`src/rtl/load_store_unit.sv`:
```
`default_nettype none
// ============================================================================
// Module      : load_store_unit
// Description : Initiator-side master between the core MEM stage and a
//               single-port, word-wide data memory. It converts RV32I
//               LB/LH/LW/LBU/LHU/SB/SH/SW requests into whole-word accesses.
//               Sub-word stores are done as read-modify-write.
// Ports       : clk, rst_n            - clock, synchronous active-low reset
//               req_valid/req_ready   - request handshake (ready only in IDLE)
//               req_we/req_funct3/req_addr/req_wdata - request fields
//               rsp_valid/rsp_ready   - response handshake
//               rsp_rdata/rsp_err     - extended load data, error flag
//               mem_addr/mem_wdata/mem_we/mem_rdata - data memory port
// Revision    : 1.0 - initial release
// ============================================================================
module load_store_unit #(
    parameter int ADDR_W        = 32,
    parameter bit ERR_ZERO_DATA = 1'b1
) (
    input  logic              clk,
    input  logic              rst_n,
    input  logic              req_valid,
    output logic              req_ready,
    input  logic              req_we,
    input  logic [2:0]        req_funct3,
    input  logic [ADDR_W-1:0] req_addr,
    input  logic [31:0]       req_wdata,
    output logic              rsp_valid,
    input  logic              rsp_ready,
    output logic [31:0]       rsp_rdata,
    output logic              rsp_err,
    output logic [ADDR_W-1:0] mem_addr,
    output logic [31:0]       mem_wdata,
    output logic              mem_we,
    input  logic [31:0]       mem_rdata
);

    typedef enum logic [1:0] {
        S_IDLE = 2'd0,
        S_RD   = 2'd1,
        S_WR   = 2'd2,
        S_RESP = 2'd3
    } state_t;

    state_t            state_q, state_d;
    logic              req_ready_q, req_ready_d;
    logic              rsp_valid_q, rsp_valid_d;
    logic [31:0]       rsp_rdata_q, rsp_rdata_d;
    logic              rsp_err_q, rsp_err_d;
    logic [ADDR_W-1:0] mem_addr_q, mem_addr_d;
    logic [31:0]       mem_wdata_q, mem_wdata_d;
    logic              mem_we_q, mem_we_d;
    // Latched request fields. Only the byte offset and the low half of the
    // store data are needed after acceptance; the word address lives in
    // mem_addr_q and SW data goes straight into mem_wdata_q.
    logic [1:0]        addr_lo_q, addr_lo_d;
    logic [2:0]        funct3_q, funct3_d;
    logic [15:0]       wdata_lo_q, wdata_lo_d;
    logic              rmw_q, rmw_d;
    logic [31:0]       rbuf_q, rbuf_d;

    logic              legal;
    logic              misaligned;

    // Lane-select and extend a loaded word.
    function automatic logic [31:0] load_ext(input logic [31:0] w,
                                             input logic [1:0]  a,
                                             input logic [2:0]  f3);
        logic [7:0]  b;
        logic [15:0] h;
        b = w[{a, 3'b000} +: 8];
        h = a[1] ? w[31:16] : w[15:0];
        case (f3)
            3'b000:  load_ext = {{24{b[7]}}, b};
            3'b001:  load_ext = {{16{h[15]}}, h};
            3'b010:  load_ext = w;
            3'b100:  load_ext = {24'd0, b};
            3'b101:  load_ext = {16'd0, h};
            default: load_ext = 32'd0;
        endcase
    endfunction

    // Replace the addressed byte/half lane of the old word with store data.
    function automatic logic [31:0] merge(input logic [31:0] w,
                                          input logic [1:0]  a,
                                          input logic [2:0]  f3,
                                          input logic [15:0] wd);
        logic [31:0] r;
        r = w;
        if (f3 == 3'b000) begin
            r[{a, 3'b000} +: 8] = wd[7:0];
        end else if (a[1]) begin
            r[31:16] = wd;
        end else begin
            r[15:0] = wd;
        end
        merge = r;
    endfunction

    always_comb begin
        if (req_we) begin
            legal = (req_funct3 == 3'b000) || (req_funct3 == 3'b001) ||
                    (req_funct3 == 3'b010);
        end else begin
            legal = (req_funct3 == 3'b000) || (req_funct3 == 3'b001) ||
                    (req_funct3 == 3'b010) || (req_funct3 == 3'b100) ||
                    (req_funct3 == 3'b101);
        end
        // funct3[1:0] encodes access size: 01 half, 10 word.
        misaligned = ((req_funct3[1:0] == 2'b01) && req_addr[0]) ||
                     ((req_funct3[1:0] == 2'b10) && (req_addr[1:0] != 2'b00));
    end

    // Outputs are registered, so each transition computes the values the
    // outputs must carry in the state being entered.
    always_comb begin
        state_d     = state_q;
        req_ready_d = req_ready_q;
        rsp_valid_d = rsp_valid_q;
        rsp_rdata_d = rsp_rdata_q;
        rsp_err_d   = rsp_err_q;
        mem_addr_d  = mem_addr_q;
        mem_wdata_d = mem_wdata_q;
        mem_we_d    = mem_we_q;
        addr_lo_d   = addr_lo_q;
        funct3_d    = funct3_q;
        wdata_lo_d  = wdata_lo_q;
        rmw_d       = rmw_q;
        rbuf_d      = rbuf_q;

        case (state_q)
            S_IDLE: begin
                if (req_valid) begin
                    addr_lo_d   = req_addr[1:0];
                    funct3_d    = req_funct3;
                    wdata_lo_d  = req_wdata[15:0];
                    req_ready_d = 1'b0;
                    rmw_d       = 1'b0;
                    if (!legal || misaligned) begin
                        state_d     = S_RESP;
                        rsp_valid_d = 1'b1;
                        rsp_err_d   = 1'b1;
                        rsp_rdata_d = (ERR_ZERO_DATA || req_we) ? 32'd0 :
                                      load_ext(rbuf_q, req_addr[1:0], req_funct3);
                    end else begin
                        mem_addr_d = {req_addr[ADDR_W-1:2], 2'b00};
                        if (!req_we) begin
                            state_d = S_RD;
                        end else if (req_funct3 == 3'b010) begin
                            state_d     = S_WR;
                            mem_we_d    = 1'b1;
                            mem_wdata_d = req_wdata;
                        end else begin
                            state_d = S_RD;
                            rmw_d   = 1'b1;
                        end
                    end
                end
            end
            S_RD: begin
                // mem_rdata is valid this cycle, so the merge/extend can use
                // it directly while it is also captured into rbuf.
                rbuf_d = mem_rdata;
                if (rmw_q) begin
                    state_d     = S_WR;
                    mem_we_d    = 1'b1;
                    mem_wdata_d = merge(mem_rdata, addr_lo_q, funct3_q, wdata_lo_q);
                end else begin
                    state_d     = S_RESP;
                    mem_addr_d  = '0;
                    rsp_valid_d = 1'b1;
                    rsp_err_d   = 1'b0;
                    rsp_rdata_d = load_ext(mem_rdata, addr_lo_q, funct3_q);
                end
            end
            S_WR: begin
                state_d     = S_RESP;
                mem_we_d    = 1'b0;
                mem_addr_d  = '0;
                mem_wdata_d = 32'd0;
                rsp_valid_d = 1'b1;
                rsp_err_d   = 1'b0;
                rsp_rdata_d = 32'd0;
            end
            S_RESP: begin
                if (rsp_ready) begin
                    state_d     = S_IDLE;
                    req_ready_d = 1'b1;
                    rsp_valid_d = 1'b0;
                    rsp_err_d   = 1'b0;
                    rsp_rdata_d = 32'd0;
                end
            end
            default: begin
                state_d     = S_IDLE;
                req_ready_d = 1'b1;
            end
        endcase
    end

    always_ff @(posedge clk) begin
        if (!rst_n) begin
            state_q     <= S_IDLE;
            req_ready_q <= 1'b1;
            rsp_valid_q <= 1'b0;
            rsp_rdata_q <= 32'd0;
            rsp_err_q   <= 1'b0;
            mem_addr_q  <= '0;
            mem_wdata_q <= 32'd0;
            mem_we_q    <= 1'b0;
            addr_lo_q   <= 2'd0;
            funct3_q    <= 3'd0;
            wdata_lo_q  <= 16'd0;
            rmw_q       <= 1'b0;
            rbuf_q      <= 32'd0;
        end else begin
            state_q     <= state_d;
            req_ready_q <= req_ready_d;
            rsp_valid_q <= rsp_valid_d;
            rsp_rdata_q <= rsp_rdata_d;
            rsp_err_q   <= rsp_err_d;
            mem_addr_q  <= mem_addr_d;
            mem_wdata_q <= mem_wdata_d;
            mem_we_q    <= mem_we_d;
            addr_lo_q   <= addr_lo_d;
            funct3_q    <= funct3_d;
            wdata_lo_q  <= wdata_lo_d;
            rmw_q       <= rmw_d;
            rbuf_q      <= rbuf_d;
        end
    end

    assign req_ready = req_ready_q;
    assign rsp_valid = rsp_valid_q;
    assign rsp_rdata = rsp_rdata_q;
    assign rsp_err   = rsp_err_q;
    assign mem_addr  = mem_addr_q;
    assign mem_wdata = mem_wdata_q;
    assign mem_we    = mem_we_q;

endmodule
`default_nettype wire

```
`config.mk`:
```
export PLATFORM = sky130hd
export DESIGN_NAME = load_store_unit
export DESIGN_NICKNAME = d
export VERILOG_FILES = /design/src/rtl/load_store_unit.sv
export SDC_FILE = /design/constraint.sdc
export NUM_CORES = 1
export LEC_CHECK = 0
export CORE_MARGIN = 5
export CORE_UTILIZATION = 49
export CTS_BUF_LIST = sky130_fd_sc_hd__clkbuf_4 sky130_fd_sc_hd__clkbuf_8
export DETAILED_ROUTE_END_ITERATION = 12
export PLACE_DENSITY = 0.92
export SYNTH_ARGS = -nofsm -noshare
export SYNTH_HDL_FRONTEND = slang
export SYNTH_SLANG_ARGS = --single-unit
```
`constraint.sdc`:
```
create_clock -name clk -period 2.85 [get_ports clk]
set_input_delay 0.7125 -clock clk [delete_from_list [all_inputs] [get_ports clk]]
set_output_delay 0.7125 -clock clk [all_outputs]
set_load 0.05 [all_outputs]
```
---- Word level (Yosys, flattened, before mapping) ----
Cells that the tools add are included.
cells by class
  multiply operators ...................... 0
  shifts and indexed selects .............. 3
  magnitude comparators ................... 0
  divide/modulo/power cells ............... 0
  equality and inequality tests ........... 21
  mux-type cells .......................... 48
  add/subtract/negate cells ............... 1
  reduce and logical (&&, ||, !) cells .... 21
  bitwise logic cells ..................... 0
operator list
  kind                                                                     count
  32-bit two-way mux                                                       13
  32-bit one-hot mux with 3 select lines                                   2
  32-bit one-hot mux with 5 select lines                                   1
  32-bit one-hot mux with 4 select lines                                   1
  16-bit two-way mux                                                       3
  32-bit bitwise mux                                                       1
  8-bit by 7-bit variable shift with 32-bit output (first input constant)  1
  32-bit by 6-bit variable part select with 8-bit output                   1
  8-bit by 7-bit variable part select with 32-bit output                   1
  1-bit two-way mux                                                        17
  2-bit != test (second input constant)                                    8
  3-bit == test (second input constant)                                    4
  2-bit two-way mux                                                        5
  1-bit one-hot mux with 4 select lines                                    2
  2-bit one-hot mux with 4 select lines                                    1
  4-bit AND reduction                                                      2
  5-bit negation with 7-bit output                                         1
  2-bit == test (second input constant)                                    3
  3-bit by 1-bit == test with 1-bit output (second input constant)         2
  3-bit by 2-bit == test with 1-bit output (second input constant)         2
  3-bit logical NOT                                                        2
  1-bit logical OR                                                         6
  6-bit AND reduction                                                      1
  2-bit by 1-bit == test with 1-bit output (second input constant)         2
  other kinds (9)                                                          12
word-level totals
  memory bits (writable) .................. 0
  latch bits .............................. 0
  input bits .............................. 104
  memory bits (read-only) ................. 0
  register bits ........................... 124
  memories ................................ 0
  logic and storage cells ................. 106
  output and inout port bits .............. 100

---- Depth between registers and ports, before layout ----
  depth after elaboration ................. 11
  depth in mapped cells ................... 10
  gate-level depth less buffers ........... 7

---- Least setup slack after synthesis ----
OpenSTA, ideal clock, no wires.
  kind .................................... reg2reg
  start point ............................. reg addr_lo_q[1]
  end point ............................... reg mem_wdata_q[16] (netlist: mem_wdata[16])
  arrival ................................. 1.973 ns
  cell stages (with the launch flop) ...... 10
  data required time ...................... 2.791 ns
  slack ................................... 0.818 ns
  library setup time ...................... 0.059 ns
  period minus slack after synthesis ...... 2.032 ns
  buffers on the path ..................... 2
  path through ............................ dfxtp_1 buf_2 inv_1 ha_1 nor4bb_1 buf_1 a221oi_1 a211o_1 nand3_1 o211a_1
between the ends
  word-level cells in the longest chain between the ends .. 6
  elaborated cells on any way between the ends .. 8
  classes of those cells .................. 1 x add/sub; 2 x shift; 5 x mux
RTL lines
  element                                                                                                                            RTL line  text
  start, declared                                                                                                                    56        logic [1:0] addr_lo_q, addr_lo_d;
  start signal, assigned                                                                                                             225       addr_lo_q <= addr_lo_d;
  5-bit negation with 7-bit output                                                                                                   91        r[{a, 3'b000} +: 8] = wd[7:0];
  8-bit by 7-bit variable part select with 32-bit output / 8-bit by 7-bit variable shift with 32-bit output (equally long branches)  91
  32-bit bitwise mux                                                                                                                 91
  32-bit two-way mux *                                                                                                               90        if (f3 == 3'b000) begin
  32-bit two-way mux *                                                                                                               164       if (rmw_q) begin
  32-bit one-hot mux with 3 select lines *                                                                                           131       case (state_q)
  end signal, assigned                                                                                                               223       mem_wdata_q <= mem_wdata_d;
  end, declared                                                                                                                      51        logic [31:0] mem_wdata_q, mem_wdata_d;
Mark *: on every way between the ends. The rest lies on a longest branch, timed or not. The select of a mux whose other input is x is not followed.
A chain may end at the register's enable or synchronous reset.

---- Worst setup path in the final report ----
  start point ............................. reg addr_lo_q[0]
  end point ............................... reg mem_wdata_q[0] (netlist: mem_wdata[0])
between the ends
  word-level cells in the longest chain between the ends .. 6
  elaborated cells on any way between the ends .. 7
  classes of those cells .................. 1 x add/sub; 2 x shift; 4 x mux
RTL lines
  element                                                                                                                            RTL line
  5-bit negation with 7-bit output *                                                                                                 91
  8-bit by 7-bit variable part select with 32-bit output / 8-bit by 7-bit variable shift with 32-bit output (equally long branches)  91
  32-bit bitwise mux *                                                                                                               91
  32-bit two-way mux *                                                                                                               90
  32-bit two-way mux *                                                                                                               164
  32-bit one-hot mux with 3 select lines *                                                                                           131
Marked as above.

==> metrics.yaml <==
status: "finished clean"
final_cell_area_mm2: 0.008965
fin_cells: 1034
switching_share_pct: 46.10
ant_nets: 0
synthesis.area_mm2: 0.006543
root_buffer: "clkbuf_8"
p_comb_share_pct: 55.9
cts.sinks: 122
r2r_start: "addr_lo_q[0]$_SDFFE_PN0P_"
grt.total_usage_pct: 25.44
post_cts_buffers: 0
seq_area_frac_synth_pct: 37.33
slew_headroom_pct: 37.23
synth_edf_count: 0
syn_inst: 672
die_w_um: 125.6
critical_path_class: "register to register"
syn_area_per_cell_um2: 9.736
final_layout_size_suffix_gt1_share_pct: 9.441
grt_pass1_vias: 6128
leakage_nw: 3.514
antenna_found_initial: 0
start_util_pct: 49.60
wl_um: 20520
wire_per_inst_um: 19.85
synth_warnings: 0
cp.arrival_ns: 2.84
intPower_mw: 4.914
core_mm2: 0.01319
max_slew.worst_pin.slew_ns: 0.9381
cts_hold_buffers: 0
synth_top_flop_cell: "dfxtp_1"
ys_seq_elements: 122
peakVddDrop_mv: 0.6848
nets: 958
viasPerCell: 6.022
drtIter0Drc: 708
setup_viol: 0
critPathRequiredTime_ns: 3.24
fmax_mhz: 408.1
min_to: "rsp_rdata[9]$_SDFFE_PN0P_"
place_inst: 1002
post_cts_resized: 0
path_clk_slew_ns: 0.07
clkPwrFrac_pct: 17.2
first_pass_iters: 9
netSwitchingPower_mw: 4.203
path_cells: "inv_1, ha_1, nor4bb_1, buf_4, a221oi_1, a211o_1, nand3_1, o211a_1"
p_seq_share_pct: 26.9
insertedDiodeCount: 0
grt_max_degree: 92
setup_tns_ns: 0
r2r_slack_ns: 0.40
fin_crit_sh_pct: 85.97
grt_setup_unrepaired: "no"
tritoncts: "built"
hold_class: "register to register"
place_area_mm2: 0.008561
dieArea_mm2: 0.01576
io_buffers: 201
rr_endpoint: "mem_wdata[0]$_SDFFE_PN0P_"
synthToLayoutAreaGrowth_pct: 37.02
worst_skew_pair.late_latency_ns: 0.45
htree_levels: 4
grt_pass1_wl_um: 32490
cp_slowest_stage_delay_ns: 0.55
grt_overflow: 0
drcViolationCount: 0
final_max_slew_viol_count: 0
place_hpwl_um: 14910
ioPinCount: 204
cts_inserted_buffers: 17
synth_cell_types: 54
power_mw: 9.117
min_from: "rsp_rdata[9]$_SDFFE_PN0P_"
cp_max_fo: 11
hold_viol: 0
row_count: 42
final.setup_skew_ns: 0.01278
worstSetupEndpointType: "register"
place_ws_ns: 0.1454
clk_path_buf_depth: 2
startpoint_type: "register"
ys_async_sr_fraction_pct: 0
worst_slack_ns: 0.3999
reg2reg_depth: 8
dieHeight_um: 125.6
crit_slowest_cell: "dfxtp_1"
place_congestion: 0.9139
maxCapViolations: 0
hold_path_depth: 2
period_needed_ns: 2.450
vias: 6227
power_density_mw_per_mm2: 1017
==> metal layers <==
layer,up-vias,track usage [%],part of all wire [%]
met4,0,8.929,3.1
li1,2895,-,-
met5,-,0,0
met1,2921,31.26,41
met2,355,40.75,45
met3,56,9.851,11
==> flip-flops by register name, indices dropped and copies added, names as in the netlist, 2 cells and up <==
name        flops
addr_lo_q       2
rsp_rdata      32
mem_addr       30
funct3_q        3
state_q         2
mem_wdata      32
wdata_lo_q     16
==> cell usage in the layout, fill, tap and decap left out, types with 8 or more instances in the layout <==
master,instances
a211o_1,32
a21boi_0,23
a21o_1,9
a221oi_1,32
a22o_1,30
a22oi_1,24
and2_1,27
buf_4,16
clkbuf_8,19
clkdlybuf4s50_1,200
dfxtp_1,121
ha_1,9
inv_1,8
mux2_2,8
mux2i_1,34
nand2_1,55
nand2b_1,33
nand3_1,33
o211a_1,33
o2bb2ai_1,25
==> worst max-delay path, delay by kind of cell, from the launching register on <==
| family | cells | cell delay [ns] |
|---|---|---|
| AND/OR/NAND/NOR | 2 | 0.50 |
| flip-flops | 1 | 0.55 |
| AO/OA/AOI/OAI | 3 | 0.55 |
| buffers and inverters | 2 | 0.41 |
| adder cells (fa/ha/maj) | 1 | 0.38 |
==> area by class of cell <==
class / instances / area, um^2
clock inverter: 13 / 142.6
sequential: 122 / 2444
tap: 176 / 220.2
clock buffer: 19 / 261.5
inverter: 8 / 30.03
fill: 1035 / 4225
timing repair buffer: 220 / 2187
multi-input combinational: 476 / 3680
==> worst max path at each step <==
stage,startpoint,to,slack [ns],depth (start not counted)
2_1_floorplan,addr_lo_q[1]$_SDFFE_PN0P_,mem_wdata[16]$_SDFFE_PN0P_,0.82,9
3_3_place_gp,req_funct3[0],rsp_rdata[11]$_SDFFE_PN0P_,0.16,7
3_5_place_dp,req_addr[0],rsp_rdata[11]$_SDFFE_PN0P_,0.15,7
4_1_cts,addr_lo_q[0]$_SDFFE_PN0P_,mem_wdata[0]$_SDFFE_PN0P_,0.44,8
5_1_grt,addr_lo_q[0]$_SDFFE_PN0P_,mem_wdata[3]$_SDFFE_PN0P_,0.19,8
6_report,addr_lo_q[0]$_SDFFE_PN0P_,mem_wdata[0]$_SDFFE_PN0P_,0.40,8
==> kinds of logic after synthesis <==
group	share of synthesized area, %
buffers and inverters	6.598
DFF	37.33
muxes	6.789
adders and majority gates	1.721
and+or+nand+nor	15.05
AOI/OAI and AO/OA	32.45
other	0.05732
==> power groups by stage <==
stage / sequential, mW / clock, mW / combinational, mW
floorplan: 3.70 / 0 / 2.44
global placement: 2.46 / 0 / 5.00
detailed placement: 2.48 / 0 / 5.07
CTS: 2.45 / 1.59 / 5.09
global route: 2.51 / 1.67 / 5.44
finish: 2.45 / 1.57 / 5.09
==> Yosys cell counts (7+ instances only) <==
| library cell | number | share of area [%] |
|---|---|---|
| o2bb2ai_1 | 25 | 3.3 |
| a211o_1 | 32 | 4.3 |
| and2_1 | 27 | 2.6 |
| a22oi_1 | 24 | 2.8 |
| nand2b_1 | 33 | 3.2 |
| a22o_1 | 30 | 4.0 |
| nand3_1 | 33 | 2.5 |
| inv_1 | 8 | 0.46 |
| nor2_1 | 8 | 0.46 |
| o211a_1 | 33 | 5.0 |
| a221oi_1 | 32 | 4.3 |
| buf_6 | 16 | 2.8 |
| mux2i_1 | 34 | 5.2 |
| nand2_1 | 55 | 3.2 |
| a222oi_1 | 7 | 1.1 |
| a21o_1 | 9 | 1.0 |
| clkbuf_1 | 28 | 1.6 |
| dfxtp_1 | 122 | 37 |
| a21boi_0 | 23 | 2.6 |
| buf_2 | 15 | 1.1 |
| mux2_2 | 8 | 1.4 |
| ha_1 | 9 | 1.7 |
==> metrics by stage <==
stage,utilization (%),hold slack (ns)
after detailed placement,64.90,0.4576
after global placement,64.90,0.4503
final,67.97,0.4601
after floorplan,-,0.4546
after CTS,67.97,0.4674
after global routing,67.97,0.4772
(Power assumes the default switching activity.)
